**src/rtl/microcode_sequencer.sv**
```systemverilog
// Microcode address generator: captures an opcode on load, steps through its micro-ops and
// gates the asynchronous ROM word onto the control bus until the END bit or an overrun.
module microcode_sequencer #(
  parameter int unsigned OPCODE_WIDTH = 8,
  parameter int unsigned STEP_WIDTH   = 4,
  parameter int unsigned WORD_WIDTH   = 32,
  parameter int unsigned END_BIT      = 31
) (
  input  logic                               clock,
  input  logic                               reset_n,
  input  logic                               microcode_sequencer_load_n,
  input  logic                               microcode_sequencer_enable,
  input  logic                               microcode_rom_read_enable,
  input  logic [OPCODE_WIDTH-1:0]            opcode,
  output logic [OPCODE_WIDTH+STEP_WIDTH-1:0] rom_address,
  input  logic [WORD_WIDTH-1:0]              rom_data,
  output logic [WORD_WIDTH-1:0]              control_word,
  output logic                               instruction_finish_control_line,
  output logic [STEP_WIDTH-1:0]              step,
  output logic                               overrun
);

  typedef enum logic [1:0] {StIdle, StActive, StDone, StFault} state_e;

  state_e                  state_q, state_d;
  logic [OPCODE_WIDTH-1:0] opcode_q, opcode_d;
  logic [STEP_WIDTH-1:0]   step_q, step_d;
  logic                    overrun_q, overrun_d;
  logic                    word_valid;
  logic                    end_seen;

  // The ROM word only belongs to the running instruction while ACTIVE or DONE.
  assign word_valid = microcode_rom_read_enable && (state_q == StActive || state_q == StDone);
  assign end_seen   = rom_data[END_BIT];

  always_comb begin
    state_d   = state_q;
    opcode_d  = opcode_q;
    step_d    = step_q;
    overrun_d = overrun_q;
    if (!microcode_sequencer_load_n) begin
      state_d   = StActive;
      opcode_d  = opcode;
      step_d    = '0;
      overrun_d = 1'b0;
    end else begin
      unique case (state_q)
        StActive: begin
          if (microcode_sequencer_enable && microcode_rom_read_enable) begin
            if (end_seen) begin
              state_d = StDone;
            end else if (step_q == '1) begin
              // Saturate instead of wrapping back into the start of the routine.
              state_d   = StFault;
              overrun_d = 1'b1;
            end else begin
              step_d = step_q + 1'b1;
            end
          end
        end
        default: ;
      endcase
    end
  end

  always_ff @(posedge clock) begin
    if (!reset_n) begin
      state_q   <= StIdle;
      opcode_q  <= '0;
      step_q    <= '0;
      overrun_q <= 1'b0;
    end else begin
      state_q   <= state_d;
      opcode_q  <= opcode_d;
      step_q    <= step_d;
      overrun_q <= overrun_d;
    end
  end

  always_comb begin
    rom_address                     = {opcode_q, step_q};
    control_word                    = word_valid ? rom_data : '0;
    instruction_finish_control_line = (state_q == StFault) || (word_valid && end_seen);
    step                            = step_q;
    overrun                         = overrun_q;
  end

endmodule

```
**config.mk**
```make
export PLATFORM = sky130hd
export DESIGN_NAME = microcode_sequencer
export DESIGN_NICKNAME = d
export VERILOG_FILES = /design/src/rtl/microcode_sequencer.sv
export SDC_FILE = /design/constraint.sdc
export NUM_CORES = 1
export LEC_CHECK = 0
export CAP_MARGIN = 15
export CELL_PAD_IN_SITES_DETAIL_PLACEMENT = 1
export CELL_PAD_IN_SITES_GLOBAL_PLACEMENT = 1
export CORE_MARGIN = 4
export CORE_UTILIZATION = 16
export CTS_CLUSTER_SIZE = 30
export DETAILED_ROUTE_END_ITERATION = 12
export PLACE_DENSITY = 0.85
export SETUP_SLACK_MARGIN = 0.1
export SYNTH_ARGS = -nofsm -noshare
export SYNTH_HDL_FRONTEND = slang
export SYNTH_SLANG_ARGS = --single-unit
export TNS_END_PERCENT = 100
```
**constraint.sdc**
```tcl
create_clock -name clock -period 1.4 [get_ports clock]
set_input_delay 0.14 -clock clock [delete_from_list [all_inputs] [get_ports clock]]
set_output_delay 0.14 -clock clock [all_outputs]
set_load 0.005 [all_outputs]
```
==> summary.md <==
| Metric | Value |
|---|---|
| DRC Markers | `0` |
| Vias after detailed routing | `1128` |
| Worst r2r dst | `step[3]` |
| Critical Path Most Common Cell | `buf_6` |
| Pre-antenna DRT Iters | `3` |
| IO Port Bufs | `94` |
| Violated checks | `setup timing` |
| Post-Syn Area | `875.8 sq um` |
| Layout cells sized above 1 | `a little under half` |
| Critical path arrival | `1.51 ns` |
| Worst-Skew Late Latency | `between 0.2 and 0.25 ns` |
| Reg-to-reg slack, setup | `0.03 ns` |
| Critical path, cell by cell | `inv_2 > ha_4 > nor2b_4 > buf_6 > buf_16 > and2_4 > buf_6` |
| Clock Sinks | `15` |
| Overflow left after global routing | `0` |
| Routability cong. | `0.7605` |
| Fin. max-slew vios | `0` |
| Switch share | `23.77%` |
| Pwr Total | `0.001246 W` |
| R2r worst-path depth | `5` |
| Final period utilization | `117.6%` |
| Detailed Place HPWL | `approximately 3.3 mm` |
| Root buffer cell | `clkbuf_8` |
| Final worst slack | `-0.2468 ns` |
| Clock group share of total power | `28.5%` |
| FF+latch count, synth | `15` |
| IO Count | `95` |
| Hold-fix buffer count after cts | `0` |
| Startpoint types | `flop` |
| Internal power | `0.0009495 W` |
| Post-place instance area | `0.001937 sq mm` |
| Post-route insts no fill | `about 280` |
| Cell Count Post-Placement | `around 270` |
| Hold slack | `0.4950 ns` |
| Number of synthesized flops with an enable pin | `0` |
| Sequential area share after synthesis | `34.29%` |
| Final hold violations | `0` |
| Psw | `roughly 0.00030 W` |
| HP Class | `reg -> reg` |
| Mean Syn Cell Area | `8.422 sq um` |
| Finished Cell Area | `0.002303 sq mm` |
| Vias in the first global route | `1230` |
| Final setup vio count | `33` |
| Syn nets | `approximately 150` |
| Library cells used by synthesis | `25` |
| WS Path Type | `reg -> out` |
| Worst-Margin Slew | `0.2823 ns` |
| Commonest non-fill, non-tap cells in the layout | `clkdlybuf4s50_1 (56), buf_6 (31), and2_4 (29)` |
| PD cells | `roughly 540 mW/mm^2` |
| Max Fclk | `607.2 MHz` |
| Initial DRC count | `21` |
| Row Count | `26` |
| ANT cells | `0` |
| Hold path cells | `2` |
| Status | `complete, but fails checks` |
| Req. time, crit path | `around 1.3 ns` |
| Post-DRT Antenna Nets | `0` |
| Largest net degree at the start of global routing | `9` |
| CTS tree | `yes` |
| Post-Syn Instances | `104` |
| Crit-path max FO | `8` |
| Die ar. | `0.006722 sq mm` |
| Worst slew margin | `81.02%` |
| RSZ-0062 raised after global routing | `yes` |
| CP max stage cell | `dfxtp_2` |
| Die height | `about 82 um` |
| Max IR drop VDD | `418.3 uV` |
| Skew final | `a little over 0.0008 ns` |
| Total Routing Usage GR | `12.50%` |
| Flop pwr share | `35.8%` |
| Final min period | `1.647 ns` |
| Share of synthesized flip-flops with an asynchronous set or reset | `0%` |
| CP peak stage delay | `0.34 ns` |
| Final nets | `260` |
| Drt wl/cell | `about 16 um` |
| Die W | `approximately 82 um` |
| Leak | `about 1.1 nW` |
| Fin util | `44.25%` |
| First-pass GRT wire length | `6.396 mm` |
| Combinational power share | `35.7%` |
| Max-cap viol count | `0` |
| Hold endpoint | `opcode_q[1]` |
| Syn. warnings | `0` |
| CTS max path bufs | `2` |
| R2R Path Start | `state_q[1]` |
| Initial antenna violation count | `0` |
| Vias per cell | `4.014` |
| CTS HTree Levels | `1` |
| Hold Path Origin | `opcode_q[1]` |
| Clock transition at path regs | `approximately 0.060 ns` |
| Main synth FF type | `dfxtp_1` |
| WL final | `~4.6 mm` |
| Commonest non-fill, non-tap cell in the layout | `clkdlybuf4s50_1` |
| Area delta synth->final | `163.0%` |
| Initial core utilization | `between 15 and 20%` |
| TritonCTS Buffers | `3` |
| Core ar. | `0.005205 sq mm` |
| Worst Setup End Kind | `output port` |
==> kinds of logic (layout without fill, tap and decap cells) <==
kind of cell	count (synthesis)	after routing	synth area share, %
fa+ha+maj	3	3	4.286
flops	15	15	34.29
mux	8	8	9.143
compound gates	13	13	8.143
simple gates	54	54	36.71
buf+inv	11	118	7.427
==> cell type report <==
| class | count | area [sq um] |
|---|---|---|
| Clock buffer | 4 | 45.04 |
| Fill cell | 600 | 2902 |
| Inverter | 2 | 7.507 |
| Multi-Input combinational cell | 78 | 641.9 |
| Sequential cell | 15 | 317.8 |
| Tap cell | 70 | 87.58 |
| Timing Repair Buffer | 112 | 1204 |
==> worst max-delay path by stage <==
stage                              start                to  slack [ns]  cells after the start
2_1_floorplan                 state_q[1]   control_word[0]        0.08                      5
3_3_place_gp   microcode_rom_read_enable  control_word[19]       -0.46                      5
3_5_place_dp   microcode_rom_read_enable   control_word[6]       -0.47                      5
4_1_cts                       state_q[1]  control_word[10]       -0.26                      7
5_1_grt                       state_q[1]  control_word[10]       -0.32                      7
6_report                      state_q[1]  control_word[10]       -0.25                      7
==> metrics by stage <==
step	setup TNS [ns]	setup slack [ns]
after floorplan	0	0.07799
after global placement	-14.51	-0.4621
after detailed placement	-15.04	-0.4716
after CTS	-7.872	-0.2624
after global routing	-9.620	-0.3213
final	-7.117	-0.2468
==> timing repair <==
action | 4_1_cts | 5_1_grt
cloned | 3 | 0
setup buffers | 6 | 2
setup endpoints to repair | 40 | 44
pin swaps | 29 | 11
gates resized for setup | 188 | 32
==> layer usage <==
metal / track usage (%) / vias up / part of all wire (%)
li1: - / 555 / -
met1: 14.13 / 537 / 36
met2: 23.75 / 34 / 58
met3: 3.728 / 2 / 5.9
met4: 0.9967 / 0 / 0.22
met5: 0 / - / 0
==> worst max-delay path, delay by kind of cell (launching register included) <==
kind / cells / cell delay (ns)
adder cells (fa/ha/maj): 1 / 0.21
buffers and inverters: 4 / 0.42
flip-flops: 1 / 0.34
AND/OR/NAND/NOR: 2 / 0.28
==> sequential cells by signal, summed over array words and instances (netlist names) <==
name and count:
opcode_q 8, overrun 1, state_q 2, step 4
==> power by group through the flow <==
stage               Combinational [W]  Clock, W  Sequential (W)
finish                       0.000444  0.000355        0.000446
global route                 0.000474  0.000391        0.000448
CTS                          0.000418  0.000373        0.000450
detailed placement           0.000350         0        0.000461
global placement             0.000342         0        0.000461
floorplan                   0.0000833         0        0.000462
==> synthesized netlist by cell type (2+ instances only) <==
master / instances / area, sq um
dfxtp_1: 15 / 300.3
buf_4: 4 / 30.03
o21ai_0: 3 / 15.01
ha_1: 3 / 37.54
and3_1: 2 / 12.51
a21oi_1: 8 / 40.04
nor2_1: 9 / 33.78
and2_1: 32 / 200.2
or3_1: 2 / 12.51
and4b_1: 2 / 20.02
mux2i_1: 8 / 80.08
clkbuf_1: 3 / 11.26
No activity file was read; power rests on OpenSTA's default activity.
